### src/rtl/clock_pkg.sv
// rtl/clock_pkg.sv - shared FSM encoding and calibrator status bit indices
package clock_pkg;

  typedef enum logic [2:0] {
    S_IDLE    = 3'd0,
    S_ARB     = 3'd1,
    S_PROG    = 3'd2,
    S_CAL     = 3'd3,
    S_GRANTED = 3'd4,
    S_REL     = 3'd5
  } state_t;

  localparam int STAT_BUSY = 0;
  localparam int STAT_LOCK = 1;
  localparam int STAT_FAIL = 2;

  function automatic int idx_w(input int n);
    return (n > 1) ? $clog2(n) : 1;
  endfunction

endpackage

### src/rtl/rr_arbiter.sv
// rtl/rr_arbiter.sv - round-robin pick of the first request strictly after the pointer
module rr_arbiter
  import clock_pkg::*;
#(
  parameter int N  = 4,
  parameter int PW = idx_w(N)
) (
  input  logic [N-1:0]  i_req,
  input  logic [PW-1:0] i_ptr,
  output logic [N-1:0]  o_grant,
  output logic          o_valid
);

  logic [PW-1:0] w_idx;

  always_comb begin
    o_grant = '0;
    o_valid = 1'b0;
    w_idx   = '0;
    for (int k = 1; k <= N; k++) begin
      w_idx = PW'((int'(i_ptr) + k) % N);
      if (!o_valid && i_req[w_idx]) begin
        o_grant[w_idx] = 1'b1;
        o_valid        = 1'b1;
      end
    end
  end

endmodule

### src/rtl/clock_sched.sv
// rtl/clock_sched.sv - shares one calibrated oscillator among N_REQ requesters
module clock_sched
  import clock_pkg::*;
#(
  parameter int          N_REQ      = 4,
  parameter logic [31:0] REF_WINDOW = 32'd1000,
  parameter int          RST_CYC    = 4,
  parameter int          TIMEOUT    = 65535
) (
  input  logic                  ref_clk,
  input  logic                  reset,
  input  logic [N_REQ-1:0]      req_valid,
  input  logic [9*N_REQ-1:0]    req_init,
  input  logic [32*N_REQ-1:0]   req_counter,
  input  logic [N_REQ-1:0]      req_release,
  output logic [N_REQ-1:0]      grant,
  output logic                  grant_locked,
  output logic [N_REQ-1:0]      req_err,
  output logic                  cal_resetn,
  output logic [8:0]            cal_init,
  output logic [31:0]           cal_counter,
  output logic [31:0]           cal_ref_counter,
  input  logic [2:0]            cal_status
);

  localparam int          PW        = idx_w(N_REQ);
  localparam logic [31:0] PROG_LAST = 32'(RST_CYC - 1);
  localparam logic [31:0] TO_LAST   = 32'(TIMEOUT - 1);
  localparam logic [PW-1:0] PTR_RST = PW'(N_REQ - 1);

  state_t            r_state, w_next_state;
  logic [PW-1:0]     r_rr_ptr, r_winner, w_winner_next, w_arb_idx;
  logic [N_REQ-1:0]  w_arb_grant, w_grant_next, w_err_next;
  logic              w_arb_valid, w_skip, w_timeout, w_lock_next, w_latch_cfg;
  logic [N_REQ-1:0]  r_grant, r_err;
  logic              r_grant_locked, r_lock, r_cal_resetn;
  logic [8:0]        r_cal_init;
  logic [31:0]       r_cal_counter, r_prog_cnt, r_to_cnt;
  logic              w_unused_busy;

  logic [8:0]  w_init_arr [N_REQ];
  logic [31:0] w_cnt_arr  [N_REQ];

  for (genvar g = 0; g < N_REQ; g++) begin : g_slice
    assign w_init_arr[g] = req_init[9*g +: 9];
    assign w_cnt_arr[g]  = req_counter[32*g +: 32];
  end

  rr_arbiter #(.N(N_REQ), .PW(PW)) u_arb (
    .i_req   (req_valid),
    .i_ptr   (r_rr_ptr),
    .o_grant (w_arb_grant),
    .o_valid (w_arb_valid)
  );

  always_comb begin
    w_arb_idx = '0;
    for (int k = 0; k < N_REQ; k++) begin
      if (w_arb_grant[k]) w_arb_idx = PW'(k);
    end
  end

  always_ff @(posedge ref_clk) begin
    if (reset) r_state <= S_IDLE;
    else       r_state <= w_next_state;
  end

  always_comb begin
    w_next_state  = r_state;
    w_winner_next = r_winner;
    w_lock_next   = r_lock;
    w_err_next    = r_err;
    w_latch_cfg   = 1'b0;
    w_skip        = r_lock && (w_init_arr[w_arb_idx] == r_cal_init) &&
                    (w_cnt_arr[w_arb_idx] == r_cal_counter);
    w_timeout     = (r_to_cnt >= TO_LAST);
    case (r_state)
      S_IDLE: begin
        if (|req_valid) w_next_state = S_ARB;
      end
      S_ARB: begin
        if (!w_arb_valid) begin
          w_next_state = S_IDLE;
        end else begin
          w_winner_next = w_arb_idx;
          if (w_skip) begin
            w_next_state = S_GRANTED;
          end else begin
            w_next_state = S_PROG;
            w_lock_next  = 1'b0;
            w_latch_cfg  = 1'b1;
          end
        end
      end
      S_PROG: begin
        if (r_prog_cnt >= PROG_LAST) w_next_state = S_CAL;
      end
      S_CAL: begin
        // Fail has priority over a simultaneous lock report.
        if (cal_status[STAT_FAIL] || (!cal_status[STAT_LOCK] && w_timeout)) begin
          w_next_state         = S_REL;
          w_err_next[r_winner] = 1'b1;
        end else if (cal_status[STAT_LOCK]) begin
          w_next_state = S_GRANTED;
          w_lock_next  = 1'b1;
        end
      end
      S_GRANTED: begin
        if (!cal_status[STAT_LOCK]) w_lock_next = 1'b0;
        if (req_release[r_winner] || !req_valid[r_winner]) w_next_state = S_REL;
      end
      S_REL: begin
        w_next_state = (|req_valid) ? S_ARB : S_IDLE;
      end
      default: w_next_state = S_IDLE;
    endcase
    if (w_next_state == S_GRANTED && r_state != S_GRANTED)
      w_err_next[w_winner_next] = 1'b0;
    w_grant_next = '0;
    if (w_next_state == S_GRANTED) w_grant_next[w_winner_next] = 1'b1;
  end

  // Outputs are registered from next-state values so they line up with the state.
  always_ff @(posedge ref_clk) begin
    if (reset) begin
      r_rr_ptr       <= PTR_RST;
      r_winner       <= '0;
      r_lock         <= 1'b0;
      r_err          <= '0;
      r_cal_init     <= '0;
      r_cal_counter  <= '0;
      r_grant        <= '0;
      r_grant_locked <= 1'b0;
      r_cal_resetn   <= 1'b0;
      r_prog_cnt     <= '0;
      r_to_cnt       <= '0;
    end else begin
      r_winner       <= w_winner_next;
      if (r_state == S_ARB && w_arb_valid) r_rr_ptr <= w_arb_idx;
      r_lock         <= w_lock_next;
      r_err          <= w_err_next;
      if (w_latch_cfg) begin
        r_cal_init    <= w_init_arr[w_arb_idx];
        r_cal_counter <= w_cnt_arr[w_arb_idx];
      end
      r_grant        <= w_grant_next;
      r_grant_locked <= (w_next_state == S_GRANTED) && w_lock_next;
      r_cal_resetn   <= (w_next_state != S_PROG);
      r_prog_cnt     <= (r_state == S_PROG) ? r_prog_cnt + 32'd1 : 32'd0;
      if (r_state == S_CAL) r_to_cnt <= (r_to_cnt == '1) ? r_to_cnt : r_to_cnt + 32'd1;
      else                  r_to_cnt <= '0;
    end
  end

  assign w_unused_busy   = cal_status[STAT_BUSY];
  assign grant           = r_grant;
  assign grant_locked    = r_grant_locked;
  assign req_err         = r_err;
  assign cal_resetn      = r_cal_resetn;
  assign cal_init        = r_cal_init;
  assign cal_counter     = r_cal_counter;
  assign cal_ref_counter = REF_WINDOW;

endmodule

### config.mk
export PLATFORM = sky130hd
export DESIGN_NAME = clock_sched
export DESIGN_NICKNAME = d
export VERILOG_FILES = /design/src/rtl/clock_pkg.sv /design/src/rtl/rr_arbiter.sv /design/src/rtl/clock_sched.sv
export SDC_FILE = /design/constraint.sdc
export NUM_CORES = 1
export LEC_CHECK = 0
export ABC_AREA = 1
export CAP_MARGIN = 20
export CORE_ASPECT_RATIO = 1.4
export CORE_MARGIN = 2
export CORE_UTILIZATION = 44
export DETAILED_ROUTE_END_ITERATION = 10
export PLACE_DENSITY = 0.76
export SYNTH_ARGS = -nofsm -noshare
export SYNTH_HDL_FRONTEND = slang
export SYNTH_SLANG_ARGS = --single-unit
### constraint.sdc
create_clock -name ref_clk -period 9.6 [get_ports ref_clk]
set_clock_uncertainty 0.05 [all_clocks]
set_input_delay 0.96 -clock ref_clk [delete_from_list [all_inputs] [get_ports ref_clk]]
set_output_delay 0.96 -clock ref_clk [all_outputs]
set_load 0.01 [all_outputs]
# == After elaboration in Yosys (flattened, before gate mapping) ==
# Cells that the tools add are included.
# word_totals
reg_bits,123
word_cells,145
inputBits,177
# op_classes
n_eq_ne,11
magnitude_cmp,15
reduce_logical,27
addsub,6
bitwise_logic,10
mux,64
# op_table
operator,n
32-bit by 1-bit adder with 32-bit output (second input constant),2
32-bit binary-select mux with 2-bit select,1
32-bit 2-to-1 mux,2
32-bit == test,1
32-bit == test (second input constant),1
32-bit by 16-bit >= comparator with 1-bit output (second input constant),1
32-bit by 2-bit >= comparator with 1-bit output (second input constant),1
4-bit 2-to-1 mux,7
1-bit 2-to-1 mux,26
3-bit 2-to-1 mux,7
9-bit binary-select mux with 2-bit select,1
2-bit by 3-bit < comparator with 1-bit output (second input constant),6
9-bit 2-to-1 mux,2
3-bit one-hot mux with 6 select lines,1
4-bit bitwise OR,4
1-bit logical AND,15
1-bit binary-select mux with 2-bit select,6
1-bit demux with 2-bit select,6
2-bit by 1-bit >= comparator with 1-bit output (second input constant),6
3-bit == test (second input constant),3
9-bit == test,1
2-bit 2-to-1 mux,4
3-bit by 2-bit == test with 1-bit output (second input constant),2
2-bit OR reduction,3
other kinds (15),24

# == Depth between registers and ports, before layout ==
# Gate-level depths: netlist of the first run.
# logic_depth
ltp_word,29
depth_mapped,30
ltp_nobuf,28

# == By module ==
# Synthesis of the first run repeated with hierarchy kept, for this count alone.
# unflattened
hier_cells,1495
area_unflattened_um2,8702.1
# by_module_without_submodules
module,instances,area_per_inst_um2,seq_area_each_um2,cells_each
clock_sched,1,8250.4,2462.4,1415
rr_arbiter,1,451.7,0.0,80

# == Worst setup path before layout of the first run ==
# OpenSTA, ideal clock, no wires.
# synth_path
path_type,input to register
start,input port req_valid[2]
end,"register r_cal_counter[11], in the netlist cal_counter[11]"
n_path_buf,3
t_arrival_ns,3.231
setup_slack_ns,6.200
required_ns,9.431
setup_ns,0.119
path_stages,24
path_cell_list,nand2_1 -> nand3_2 -> nand2_4 -> nand2_2 -> nor2_2 -> nand2_1 -> nand2_1 -> nor2_1 -> buf_2 -> buf_1 -> o21ai_0 -> nand2_1 -> nand2_1 -> nand2_1 -> o21ai_1 -> nor2_1 -> nand3_1 -> nor2_1 -> nand3_2 -> nand2_4 -> inv_2 -> buf_2 -> o21ai_1 -> a21oi_1
# synth_between
elab_chain_len,25
elab_cells_between_ends,42
cone_classes,2 x eq/ne; 28 x mux; 4 x bitwise; 8 x reduce/logical
# synth_lines
element,line,source
start: declaration,clock_sched.sv:12,"input logic [N_REQ-1:0] req_valid,"
1-bit binary-select mux with 2-bit select,rr_arbiter.sv:22,if (!o_valid && i_req[w_idx]) begin
1-bit 2-to-1 mux (implied by the code),rr_arbiter.sv:22,
1-bit 2-to-1 mux,rr_arbiter.sv:22,
1-bit logical NOT,rr_arbiter.sv:22,
1-bit logical AND,rr_arbiter.sv:22,
1-bit 2-to-1 mux,rr_arbiter.sv:22,
1-bit logical NOT,rr_arbiter.sv:22,
1-bit logical AND,rr_arbiter.sv:22,
[7 not listed],-,
2-bit inverter with 3-bit output (implied by the code),"clock_sched.sv:74, clock_sched.sv:75, clock_sched.sv:144",
9-bit binary-select mux with 2-bit select,clock_sched.sv:74,w_skip = r_lock && (w_init_arr[w_arb_idx] == r_cal_init) &&
9-bit 2-to-1 mux (implied by the code) (2 in series),clock_sched.sv:74,
9-bit == test,clock_sched.sv:74,
1-bit logical AND (2 in series),clock_sched.sv:74,
1-bit 2-to-1 mux,clock_sched.sv:86,if (w_skip) begin
1-bit 2-to-1 mux,clock_sched.sv:82,if (!w_arb_valid) begin
1-bit 2-to-1 mux,clock_sched.sv:77,case (r_state)
end signal: assignment,clock_sched.sv:144,r_cal_counter <= w_cnt_arr[w_arb_idx];
end: declaration,clock_sched.sv:38,"logic [31:0] r_cal_counter, r_prog_cnt, r_to_cnt;"
# Several ways; a longest one is shown, not always the timed one. The select of a mux whose other input is x is not followed.
# A chain may end at the register's enable or synchronous reset.

# == Final worst setup path of the first run ==
# layout_path
start,register r_rr_ptr[0]
end,"register r_cal_counter[1], in the netlist cal_counter[1]"
# layout_between
elab_chain_len,26
elab_cells_between_ends,66
cone_classes,4 x add/sub; 8 x order compare; 2 x eq/ne; 36 x mux; 4 x bitwise; 12 x reduce/logical
# layout_lines
element,line,source
start: declaration,clock_sched.sv:32,"logic [PW-1:0] r_rr_ptr, r_winner, w_winner_next, w_arb_idx;"
start signal: assignment,clock_sched.sv:139,if (r_state == S_ARB && w_arb_valid) r_rr_ptr <= w_arb_idx;
"parallel branches: the longest is 26 deep, another holds 2-bit by 3-bit < comparator with 1-bit output",-,
# Several ways; the timed one is not identified. The select of a mux whose other input is x is not followed.

==> flow_results.xml, run 1 <==
<?xml version="1.0" encoding="UTF-8"?>
<metrics>
  <group name="grt">
    <metric name="grt-ovfl-total" unit="">0</metric>
    <metric name="initial_antenna_violation_count" unit="">1</metric>
    <metric name="first_global_vias" unit="">8917</metric>
    <metric name="gr-usage-all-layers" unit="">0.266</metric>
    <metric name="grt_max_degree" unit="">82</metric>
    <metric name="grt_first_pass_wirelength" unit="um">42900</metric>
  </group>
  <group name="power_and_ir_drop">
    <metric name="power_report.internal_total" unit="mW">1.84</metric>
    <metric name="static-leakage-power" unit="nW">4.91</metric>
    <metric name="power.share.clock" unit="">0.172</metric>
    <metric name="p_sw" unit="mW">2.02</metric>
    <metric name="cellPowerDensity" unit="nW/um^2">338</metric>
    <metric name="netSwitchingFraction" unit="">0.523</metric>
    <metric name="seq_power_share" unit="">0.184</metric>
    <metric name="power" unit="mW">3.86</metric>
    <metric name="worst_ir_drop_vdd" unit="mV">0.252</metric>
    <metric name="share_comb_of_total_power" unit="">0.644</metric>
  </group>
  <group name="detailed_routing">
    <metric name="routed_wl" unit="um">28600</metric>
    <metric name="ant_nets" unit="">0</metric>
    <metric name="wire_per_inst" unit="um">15.2</metric>
    <metric name="initial_drt_markers" unit="">725</metric>
    <metric name="via_per_inst" unit="">5.16</metric>
    <metric name="post-route-drc-count" unit="">0</metric>
    <metric name="drt_first_pass_iters" unit="">5</metric>
    <metric name="via_count" unit="">9732</metric>
  </group>
  <group name="synthesis">
    <metric name="yosys_warnings" unit="">0</metric>
    <metric name="synthesis.instances" unit="">1424</metric>
    <metric name="synthesis.area_per_instance" unit="sq um">6.00</metric>
    <metric name="synth_top_flop_cell" unit="">dfxtp_1</metric>
    <metric name="synthArstFlopShare" unit="">0</metric>
    <metric name="synth-edff-count" unit="">0</metric>
    <metric name="ys_seq_elements" unit="">123</metric>
    <metric name="synth_sequential_area_ratio" unit="">0.288</metric>
    <metric name="netlist_area" unit="sq um">8550</metric>
    <metric name="synth.distinct_cells" unit="">45</metric>
  </group>
  <group name="clocking">
    <metric name="cts_sinks" unit="">123</metric>
    <metric name="clockBufferDepth" unit="">2</metric>
    <metric name="tritoncts" unit="">yes</metric>
    <metric name="post_cts.repair.setup_buffers" unit="">0</metric>
    <metric name="worst_skew_pair.late_latency" unit="ns">0.43</metric>
    <metric name="cts.htree.levels" unit="">4</metric>
    <metric name="cts_root_buf" unit="">clkbuf_16</metric>
    <metric name="hold_buffers" unit="">0</metric>
    <metric name="cts_resized" unit="">0</metric>
    <metric name="clkTransAtPathRegs" unit="ns">0.06</metric>
    <metric name="cts_inserted_buffers" unit="">17</metric>
  </group>
  <group name="floorplan">
    <metric name="std_cell_rows" unit="">60</metric>
    <metric name="coreArea" unit="sq um">19100</metric>
    <metric name="die_area" unit="sq um">20600</metric>
    <metric name="dieWidth" unit="um">122</metric>
    <metric name="die_outline_height" unit="um">169</metric>
    <metric name="top_level_ports" unit="">260</metric>
    <metric name="floorplan.initialDensity" unit="">0.447</metric>
  </group>
  <group name="timing">
    <metric name="setup_tns" unit="ns">0</metric>
    <metric name="achievable-frequency" unit="GHz">0.164</metric>
    <metric name="period_minus_slack" unit="ns">6.10</metric>
    <metric name="layout_worst_path_cycle_share" unit="">0.635</metric>
    <metric name="rsz0062_at_grt" unit="">no</metric>
    <metric name="finalHoldViolCount" unit="">0</metric>
    <metric name="report.final.slew_viol_count" unit="">0</metric>
    <metric name="slew_at_the_pin_closest_to_its_max_slew_limit" unit="ns">1.06</metric>
    <metric name="maxSlewHeadroom" unit="">0.290</metric>
    <metric name="final-setup-viol-count" unit="">0</metric>
  </group>
  <group name="critical_path">
    <metric name="critPathRequiredTime" unit="ns">9.86</metric>
    <metric name="timing_worst_setup_path_type" unit="">reg2reg</metric>
    <metric name="crit_path_capture_type" unit="">flip-flop</metric>
    <metric name="maximum_net_fanout_on_the_critical_path" unit="">47</metric>
    <metric name="worstPathArrival" unit="ns">6.36</metric>
    <metric name="worstSetupStartpointType" unit="">flip-flop</metric>
  </group>
  <group name="final_layout">
    <metric name="postLayoutCoreUtil" unit="">0.597</metric>
    <metric name="design.final.nets" unit="">1812</metric>
    <metric name="drive_above_1_share" unit="">0.0452</metric>
    <metric name="areaGrowthSynthToFinish" unit="%">33.6</metric>
    <metric name="layout.cell_area.non_filler" unit="sq um">11400</metric>
  </group>
  <group name="placed_design">
    <metric name="dpl.hpwl" unit="um">21400</metric>
    <metric name="numPortBuffers" unit="">226</metric>
    <metric name="gp_congestion" unit="">0.908</metric>
    <metric name="cell_area_placed" unit="sq um">10800</metric>
  </group>
  <group name="run_status">
    <metric name="result_of_the_run" unit="">finished, final reports clean</metric>
  </group>
  <group name="worst_hold_path">
    <metric name="class_of_the_most_critical_hold_timing_path" unit="">reg2reg</metric>
  </group>
  <group name="flow_run">
    <metric name="timing.max_cap.violations" unit="">0</metric>
  </group>
</metrics>
==> registers in the layout, summed over array words and instances (netlist names) <==
name / cells
cal_counter: 32
cal_init: 9
cal_resetn: 1
grant: 4
grant_locked: 1
r_lock: 1
r_prog_cnt: 32
r_rr_ptr: 2
r_state: 3
r_to_cnt: 32
r_winner: 2
req_err: 4
==> worst max-delay path: stages, from the launching register on <==
cell and delay (ns):
dfxtp_1 0.55, inv_2 0.19, ha_1 0.39, inv_1 0.12
nand3_2 0.14, nand2_4 0.12, nand2_2 0.08, nor2_2 0.10
nand3_2 0.50, nand2_2 0.56, nand2_2 0.13, nand2_2 0.81
nand2_1 0.10, nand2_1 0.15, nand2_1 0.08, nand2_1 0.09
and2_1 0.18, nand2_1 0.09, nor2_1 0.11, nand2_1 0.05
nor2_1 0.17, nand3_2 0.15, nand2_4 0.25, inv_2 0.29
buf_12 0.27, o21ai_0 0.18, a21oi_1 0.06
==> metal layers <==
layer	global-route usage	vias to the layer above	routed length (um)
li1	-	4957	-
met1	0.280	4362	10900
met2	0.491	351	14500
met3	0.0613	62	2110
met4	0.124	0	1140
met5	0	-	0
==> cell usage after synthesis, types with 2 or more instances <==
cell,count,share of area
o21bai_1,4,0.0035
o21ai_0,61,0.036
o21ai_1,45,0.026
nand3_2,5,0.0059
and3_1,2,0.0015
or2_2,3,0.0022
nor3b_1,3,0.0026
nand2_4,2,0.0026
ha_1,10,0.015
nor2_1,156,0.069
nor3_1,24,0.014
buf_2,23,0.013
inv_2,6,0.0026
inv_1,140,0.061
buf_4,34,0.030
nand3_1,131,0.077
nand2_2,6,0.0044
conb_1,2,0.00088
a31oi_1,2,0.0015
nor2_2,8,0.0059
a21boi_0,24,0.021
nand3b_1,19,0.017
xor2_1,8,0.0082
nor4_1,8,0.0059
buf_6,5,0.0066
clkbuf_1,19,0.0083
a21oi_1,88,0.052
a211oi_1,2,0.0018
nand4_1,15,0.011
xnor2_1,6,0.0061
clkinv_1,5,0.0022
dfxtp_1,123,0.29
o211ai_1,4,0.0035
nand2_1,420,0.18
==> per-stage QoR <==
step | hold WS [ns] | setup slack, ns | std cells
final | 0.400 | 3.50 | 1887
after detailed placement | 0.387 | 2.97 | 1853
after CTS | 0.402 | 3.34 | 1885
after global routing | 0.447 | 2.99 | 1887
after floorplan | 0.368 | 6.20 | 1454
after global placement | 0.382 | 3.10 | 1853
==> power by group through the flow <==
stage	combinational (mW)	sequential, mW	clock, mW
finish	2.48	0.709	0.662
global route	2.75	0.722	0.695
CTS	2.47	0.706	0.667
detailed placement	2.46	0.715	0
global placement	2.42	0.709	0
floorplan	1.68	0.732	0
==> cell type report <==
class                      instances  area [sq um]
antenna                            1          2.50
clock buffer                      17           425
clock inverter                    15           179
fill                            1856          7720
inverter                         151           567
multi-input combinational       1098          5140
sequential                       123          2460
tap                              248           310
timing repair buffer             234          2330
==> logic make-up after synthesis <==
group | after synthesis | synth area share
AO/OA/AOI/OAI | 235 | 0.149
XOR/XNOR | 14 | 0.0143
adder cells (fa/ha/maj) | 10 | 0.0146
buffers and inverters | 233 | 0.125
flip-flops | 123 | 0.288
other | 2 | 0.000879
AND/OR/NAND/NOR | 807 | 0.408
==> path summary, 6_finish.rpt <==
| kind | slack [ns] | startpoint | endpoint | cells after the start |
|---|---|---|---|---|
| min reg2reg | 0.40 | r_prog_cnt[0]$_SDFF_PP0_ | r_prog_cnt[0]$_SDFF_PP0_ | 1 |
| min | 0.40 | r_prog_cnt[0]$_SDFF_PP0_ | r_prog_cnt[0]$_SDFF_PP0_ | 1 |
| max | 3.50 | r_rr_ptr[0]$_SDFFE_PP1P_ | cal_counter[1]$_SDFFE_PP0P_ | 26 |
| max reg2reg | 3.50 | r_rr_ptr[0]$_SDFFE_PP1P_ | cal_counter[1]$_SDFFE_PP0P_ | 26 |
==> cells in the final DEF, fill, tap and decap left out, drive strengths merged <==
| cell type | count |
|---|---|
| nand2 | 428 |
| clkdlybuf4s50 | 226 |
| nor2 | 165 |
| inv | 155 |
| nand3 | 136 |
| dfxtp | 123 |
| o21ai | 106 |
| a21oi | 88 |
| conb | 32 |
| a21boi | 25 |
| nor3 | 24 |
| nand3b | 19 |
| clkbuf | 17 |
| nand4 | 15 |
| ha | 10 |
| nor4 | 9 |
| clkinv | 9 |
| xor2 | 8 |
| buf | 8 |
| xnor2 | 6 |
| o211ai | 4 |
| o21bai | 4 |
| or2 | 4 |
| nor3b | 3 |
| a31oi | 2 |
| a211oi | 2 |
| and3 | 2 |
| bufinv | 2 |
| diode | 1 |
| and2 | 1 |
| or4 | 1 |
| o22ai | 1 |
| a221oi | 1 |
| o311ai | 1 |
| o21a | 1 |
No activity file was read; power rests on OpenSTA's default activity.
==> run 2: changes to the inputs <==
==> constraint.sdc (replaced) <==
create_clock -name ref_clk -period 5.85 [get_ports ref_clk]
set_clock_uncertainty 0.05 [all_clocks]
set_input_delay 0.585 -clock ref_clk [delete_from_list [all_inputs] [get_ports ref_clk]]
set_output_delay 0.585 -clock ref_clk [all_outputs]
set_load 0.01 [all_outputs]
==> run 2 against run 1 <==
Compared with the run above: sequential share of layout area hardly changed; clock power is 56% higher; maximum frequency is 22% higher; worst hold slack worse by 0.00097 ns; sequential power is 65% higher; largest power group unchanged; critical path type unchanged; critical path depth stayed put; combinational power is 66% higher; flip-flop and latch count stayed put; global-route usage is 0.53 points higher; register-to-register slack worse by 2.6 ns; worst setup slack worse by 2.6 ns; core utilization is 0.059 points higher.
==> flow_results.xml, run 2 (synthesized netlist as in run 1, its figures left out) <==
<?xml version="1.0" encoding="UTF-8"?>
<metrics>
  <group name="grt">
    <metric name="use_met3" unit="">0.0640</metric>
    <metric name="first_global_vias" unit="">9191</metric>
    <metric name="grt_max_degree" unit="">72</metric>
    <metric name="grt-ovfl-total" unit="">0</metric>
    <metric name="met2_usage" unit="">0.496</metric>
    <metric name="gr-usage-all-layers" unit="">0.271</metric>
    <metric name="met1_usage" unit="">0.287</metric>
    <metric name="initial_antenna_violation_count" unit="">0</metric>
    <metric name="grt_first_pass_wirelength" unit="um">44300</metric>
    <metric name="top_usage_layer" unit="">met2</metric>
  </group>
  <group name="floorplan">
    <metric name="dieWidth" unit="um">122</metric>
    <metric name="floorplan.initialDensity" unit="">0.447</metric>
    <metric name="die_outline_height" unit="um">169</metric>
    <metric name="coreArea" unit="sq um">19100</metric>
    <metric name="std_cell_rows" unit="">60</metric>
    <metric name="die_area" unit="sq um">20600</metric>
    <metric name="top_level_ports" unit="">260</metric>
  </group>
  <group name="critical_path">
    <metric name="timing_worst_setup_path_type" unit="">reg2reg</metric>
    <metric name="critPathRequiredTime" unit="ns">6.10</metric>
    <metric name="slack_of_the_worst_reg_to_reg_path" unit="ns">0.86</metric>
    <metric name="worstPathArrival" unit="ns">5.24</metric>
    <metric name="cp_slowest_cell" unit="">dfxtp_1</metric>
    <metric name="worstSetupStartpointType" unit="">flip-flop</metric>
    <metric name="worst_path_largest_cell_delay" unit="ns">0.54</metric>
    <metric name="crit_path_capture_type" unit="">flip-flop</metric>
    <metric name="most_frequent_cell_on_the_critical_path" unit="">nand2_1</metric>
    <metric name="maximum_net_fanout_on_the_critical_path" unit="">51</metric>
  </group>
  <group name="placed_design">
    <metric name="numPortBuffers" unit="">226</metric>
    <metric name="dpl.hpwl" unit="um">21900</metric>
    <metric name="gp_congestion" unit="">0.879</metric>
    <metric name="cell_area_placed" unit="sq um">10800</metric>
  </group>
  <group name="clocking">
    <metric name="hold_buffers" unit="">0</metric>
    <metric name="cts.htree.levels" unit="">4</metric>
    <metric name="worst_skew_pair.late_latency" unit="ns">0.42</metric>
    <metric name="cts_root_buf" unit="">clkbuf_16</metric>
    <metric name="cts_inserted_buffers" unit="">17</metric>
    <metric name="clkTransAtPathRegs" unit="ns">0.06</metric>
    <metric name="clockBufferDepth" unit="">2</metric>
    <metric name="tritoncts" unit="">yes</metric>
    <metric name="cts_resized" unit="">0</metric>
    <metric name="cts_sinks" unit="">123</metric>
    <metric name="post_cts.repair.setup_buffers" unit="">0</metric>
  </group>
  <group name="timing">
    <metric name="rsz0062_at_grt" unit="">no</metric>
    <metric name="maxSlewHeadroom" unit="">0.553</metric>
    <metric name="slew_at_the_pin_closest_to_its_max_slew_limit" unit="ns">0.666</metric>
    <metric name="finalHoldViolCount" unit="">0</metric>
    <metric name="report.final.slew_viol_count" unit="">0</metric>
    <metric name="layout_worst_path_cycle_share" unit="">0.853</metric>
    <metric name="final-setup-viol-count" unit="">0</metric>
    <metric name="period_minus_slack" unit="ns">4.99</metric>
    <metric name="setup_tns" unit="ns">0</metric>
    <metric name="achievable-frequency" unit="GHz">0.200</metric>
  </group>
  <group name="power_and_ir_drop">
    <metric name="static-leakage-power" unit="nW">4.90</metric>
    <metric name="cellPowerDensity" unit="nW/um^2">552</metric>
    <metric name="worst_ir_drop_vdd" unit="mV">0.454</metric>
    <metric name="power" unit="mW">6.32</metric>
  </group>
  <group name="final_layout">
    <metric name="mostFrequentLayoutCell" unit="">nand2_1</metric>
    <metric name="antenna-diode-count" unit="">0</metric>
    <metric name="design.final.nets" unit="">1817</metric>
    <metric name="drive_above_1_share" unit="">0.0463</metric>
    <metric name="areaGrowthSynthToFinish" unit="%">33.8</metric>
    <metric name="layout_common_cells" unit="">nand2_1 (420), clkdlybuf4s50_1 (226), nor2_1 (155), inv_1 (140), nand3_1 (131)</metric>
    <metric name="layout.cell_area.non_filler" unit="sq um">11400</metric>
  </group>
  <group name="detailed_routing">
    <metric name="drt_first_pass_iters" unit="">8</metric>
    <metric name="ant_nets" unit="">0</metric>
    <metric name="wire_per_inst" unit="um">15.2</metric>
    <metric name="via_per_inst" unit="">5.18</metric>
    <metric name="initial_drt_markers" unit="">625</metric>
    <metric name="routed_wl" unit="um">28800</metric>
    <metric name="post-route-drc-count" unit="">0</metric>
    <metric name="via_count" unit="">9799</metric>
  </group>
  <group name="worst_hold_path">
    <metric name="class_of_the_most_critical_hold_timing_path" unit="">reg2reg</metric>
  </group>
  <group name="run_status">
    <metric name="result_of_the_run" unit="">finished, final reports clean</metric>
  </group>
  <group name="flow_run">
    <metric name="timing.max_cap.violations" unit="">0</metric>
  </group>
</metrics>
## run 2: power breakdown
group / leakage [nW] / internal [mW] / switching [mW]
Combinational: 3.64 / 1.41 / 2.71
Clock: 0.264 / 0.634 / 0.392
Sequential: 1.00 / 0.997 / 0.172
Total: 4.90 / 3.04 / 3.27
## run 2: final cells by class
class | count | area [sq um]
Tap cell | 248 | 310
Clock inverter | 11 | 121
Sequential cell | 123 | 2460
Timing Repair Buffer | 239 | 2380
Inverter | 151 | 567
Multi-Input combinational cell | 1098 | 5140
Clock buffer | 20 | 447
Fill cell | 1896 | 7710
## run 2: final timing paths
check | from | endpoint | cells after the start
worst max-delay path | r_rr_ptr[0]$_SDFFE_PP1P_ | cal_counter[29]$_SDFFE_PP0P_ | 26
worst min-delay path | r_prog_cnt[0]$_SDFF_PP0_ | r_prog_cnt[0]$_SDFF_PP0_ | 1
worst max register to register | r_rr_ptr[0]$_SDFFE_PP1P_ | cal_counter[29]$_SDFFE_PP0P_ | 26
worst min register to register | r_prog_cnt[0]$_SDFF_PP0_ | r_prog_cnt[0]$_SDFF_PP0_ | 1
## run 2: critical path: cells and delay by family (launching register included)
| kind | cells | cell delay [ns] |
|---|---|---|
| compound gates | 2 | 0.22 |
| fa+ha+maj | 1 | 0.38 |
| buf+inv | 5 | 1.03 |
| flops | 1 | 0.54 |
| simple gates | 18 | 2.59 |
## run 2: metrics by stage
stage / util / worst slack, ns / hold WS (ns) / cells
after floorplan: - / 2.47 / 0.368 / 1454
after global placement: 0.567 / 0.723 / 0.379 / 1858
after detailed placement: 0.567 / 0.667 / 0.397 / 1858
after CTS: 0.596 / 0.698 / 0.405 / 1889
after global routing: 0.597 / 0.380 / 0.424 / 1890
final: 0.597 / 0.857 / 0.399 / 1890
## run 2: routing by layer
metal / wire length (um) / vias to the layer above / share of wire
met5: 0 / - / 0
met4: 1310 / 0 / 0.045
met3: 2270 / 82 / 0.079
met2: 14500 / 366 / 0.50
met1: 10700 / 4382 / 0.37
li1: - / 4969 / -
==> run 3: changes to the inputs <==
==> constraint.sdc (replaced) <==
create_clock -name ref_clk -period 5.4 [get_ports ref_clk]
set_clock_uncertainty 0.05 [all_clocks]
set_input_delay 0.54 -clock ref_clk [delete_from_list [all_inputs] [get_ports ref_clk]]
set_output_delay 0.54 -clock ref_clk [all_outputs]
set_load 0.01 [all_outputs]
==> run 3 against run 2 <==
Compared with the run above: clock-buffer cell count shrank 3; sequential power grew 8%; register-to-register slack lost 0.42 ns; flip-flop and latch count is the same; die area is the same; critical path depth grew 2; final cell count grew 0.11%; critical endpoint is now cal_counter[9]$_SDFFE_PP0P_; highest routed layer unchanged.
==> flow_results.xml, run 3 (synthesized netlist as in run 1, its figures left out) <==
<?xml version="1.0" encoding="UTF-8"?>
<metrics>
  <group name="run_status">
    <metric name="result_of_the_run" unit="">finished, final reports clean</metric>
  </group>
  <group name="clocking">
    <metric name="tritoncts" unit="">yes</metric>
    <metric name="clkTransAtPathRegs" unit="ns">0.06</metric>
    <metric name="hold_buffers" unit="">0</metric>
    <metric name="worst_skew_pair.late_latency" unit="ns">0.43</metric>
    <metric name="cts_inserted_buffers" unit="">17</metric>
    <metric name="clockBufferDepth" unit="">2</metric>
    <metric name="cts.htree.levels" unit="">4</metric>
    <metric name="cts_root_buf" unit="">clkbuf_16</metric>
    <metric name="cts_sinks" unit="">123</metric>
  </group>
  <group name="final_layout">
    <metric name="post_layout_nonfiller_instances" unit="">1892</metric>
    <metric name="mostFrequentLayoutCell" unit="">nand2_1</metric>
    <metric name="layout.cell_area.non_filler" unit="sq um">11500</metric>
    <metric name="sequential_cell_area" unit="sq um">2460</metric>
    <metric name="layout_common_cells" unit="">nand2_1 (420), clkdlybuf4s50_1 (226), nor2_1 (155), inv_1 (139), nand3_1 (131)</metric>
    <metric name="drive_above_1_share" unit="">0.0487</metric>
    <metric name="postLayoutCoreUtil" unit="">0.600</metric>
    <metric name="design.final.nets" unit="">1817</metric>
    <metric name="multi_input_area" unit="sq um">5150</metric>
    <metric name="n_fill_cell" unit="">1854</metric>
    <metric name="areaGrowthSynthToFinish" unit="%">34.3</metric>
  </group>
  <group name="floorplan">
    <metric name="floorplan.initialDensity" unit="">0.447</metric>
    <metric name="std_cell_rows" unit="">60</metric>
    <metric name="die_area" unit="sq um">20600</metric>
    <metric name="die_outline_height" unit="um">169</metric>
    <metric name="top_level_ports" unit="">260</metric>
    <metric name="coreArea" unit="sq um">19100</metric>
    <metric name="dieWidth" unit="um">122</metric>
  </group>
  <group name="critical_path">
    <metric name="maximum_net_fanout_on_the_critical_path" unit="">47</metric>
    <metric name="most_frequent_cell_on_the_critical_path" unit="">nand2_1</metric>
    <metric name="crit_path_capture_type" unit="">flip-flop</metric>
    <metric name="cp_slowest_cell" unit="">dfxtp_1</metric>
    <metric name="critPathRequiredTime" unit="ns">5.66</metric>
    <metric name="r2r_cells" unit="">28</metric>
    <metric name="timing_worst_setup_path_type" unit="">reg2reg</metric>
    <metric name="cpLargestDelayFamily" unit="">simple AND/OR/NAND/NOR gates</metric>
    <metric name="worst_path_largest_cell_delay" unit="ns">0.52</metric>
    <metric name="worstPathArrival" unit="ns">5.22</metric>
    <metric name="worstPathBufferInverterCount" unit="">5</metric>
    <metric name="worstSetupStartpointType" unit="">flip-flop</metric>
    <metric name="worst-path-stages" unit="">28</metric>
  </group>
  <group name="timing">
    <metric name="maxSlewHeadroom" unit="">0.616</metric>
    <metric name="rsz0062_at_grt" unit="">no</metric>
    <metric name="slew_at_the_pin_closest_to_its_max_slew_limit" unit="ns">0.575</metric>
    <metric name="layout_worst_path_cycle_share" unit="">0.919</metric>
    <metric name="achievable-frequency" unit="GHz">0.201</metric>
    <metric name="report.final.slew_viol_count" unit="">0</metric>
    <metric name="setup_tns" unit="ns">0</metric>
    <metric name="period_minus_slack" unit="ns">4.96</metric>
    <metric name="final-setup-viol-count" unit="">0</metric>
    <metric name="finalHoldViolCount" unit="">0</metric>
  </group>
  <group name="placed_design">
    <metric name="gp_congestion" unit="">0.912</metric>
    <metric name="dpl.hpwl" unit="um">21600</metric>
    <metric name="numPortBuffers" unit="">226</metric>
    <metric name="placed_cells_incl_taps" unit="">1857</metric>
    <metric name="cell_area_placed" unit="sq um">10900</metric>
  </group>
  <group name="power_and_ir_drop">
    <metric name="cellPowerDensity" unit="nW/um^2">598</metric>
    <metric name="static-leakage-power" unit="nW">4.92</metric>
    <metric name="power" unit="mW">6.87</metric>
    <metric name="worst_ir_drop_vdd" unit="mV">0.450</metric>
  </group>
  <group name="worst_hold_path">
    <metric name="class_of_the_most_critical_hold_timing_path" unit="">reg2reg</metric>
    <metric name="timing.hold.worst_path_depth" unit="">1</metric>
  </group>
  <group name="detailed_routing">
    <metric name="wire_per_inst" unit="um">15.0</metric>
    <metric name="via_count" unit="">9669</metric>
    <metric name="routed_wl" unit="um">28300</metric>
    <metric name="drt_first_pass_iters" unit="">5</metric>
    <metric name="ant_nets" unit="">0</metric>
    <metric name="via_per_inst" unit="">5.11</metric>
    <metric name="initial_drt_markers" unit="">620</metric>
    <metric name="post-route-drc-count" unit="">0</metric>
  </group>
  <group name="grt">
    <metric name="grt-ovfl-total" unit="">0</metric>
    <metric name="grt_first_pass_wirelength" unit="um">42900</metric>
    <metric name="gr-usage-all-layers" unit="">0.266</metric>
    <metric name="initial_antenna_violation_count" unit="">1</metric>
    <metric name="first_global_vias" unit="">8900</metric>
    <metric name="grt_max_degree" unit="">74</metric>
  </group>
  <group name="flow_run">
    <metric name="timing.max_cap.violations" unit="">0</metric>
  </group>
</metrics>
-- run 3: cell count changes in the layout (fill, tap and decap cells not counted), sizes merged --
cell / before / now
diode: 0 / 1
clkbuf: 20 / 17
clkinvlp: 5 / 7
inv: 147 / 149
-- run 3: layout make-up --
cell class	instances	area share
Inverter	151	0.0497
Antenna cell	1	0.000218
Tap cell	248	0.0270
Clock inverter	15	0.0145
Sequential cell	123	0.214
Clock buffer	17	0.0370
Multi-Input combinational cell	1098	0.448
Timing Repair Buffer	239	0.209
-- run 3: what timing repair did --
item / 4_1_cts / 5_1_grt
buffers inserted: 0 / 0
resized for setup: 0 / 2
endpoints found under the setup margin: 0 / 22
-- run 3: per-stage QoR --
stage               hold slack, ns  setup slack (ns)
floorplan                    0.368              2.02
global placement             0.381             0.270
detailed placement           0.395             0.189
CTS                          0.406             0.235
global route                 0.442            0.0296
finish                       0.399             0.436
-- run 3: per-layer routing --
| metal | GRT usage | part of all wire |
|---|---|---|
| met1 | 0.285 | 0.38 |
| met3 | 0.0536 | 0.069 |
| met4 | 0.134 | 0.042 |
| met5 | 0 | 0 |
| met2 | 0.487 | 0.50 |
-- run 3: power breakdown --
group          switching, mW  internal, mW
Combinational           2.92          1.55
Sequential             0.181          1.08
Clock                  0.460         0.685
-- run 3: path summary, 6_finish.rpt --
check	from	end	slack, ns
setup / recovery	r_rr_ptr[0]$_SDFFE_PP1P_	cal_counter[9]$_SDFFE_PP0P_	0.44
hold / removal	r_prog_cnt[0]$_SDFF_PP0_	r_prog_cnt[0]$_SDFF_PP0_	0.40
setup reg to reg	r_rr_ptr[0]$_SDFFE_PP1P_	cal_counter[9]$_SDFFE_PP0P_	0.44
hold reg to reg	r_prog_cnt[0]$_SDFF_PP0_	r_prog_cnt[0]$_SDFF_PP0_	0.40
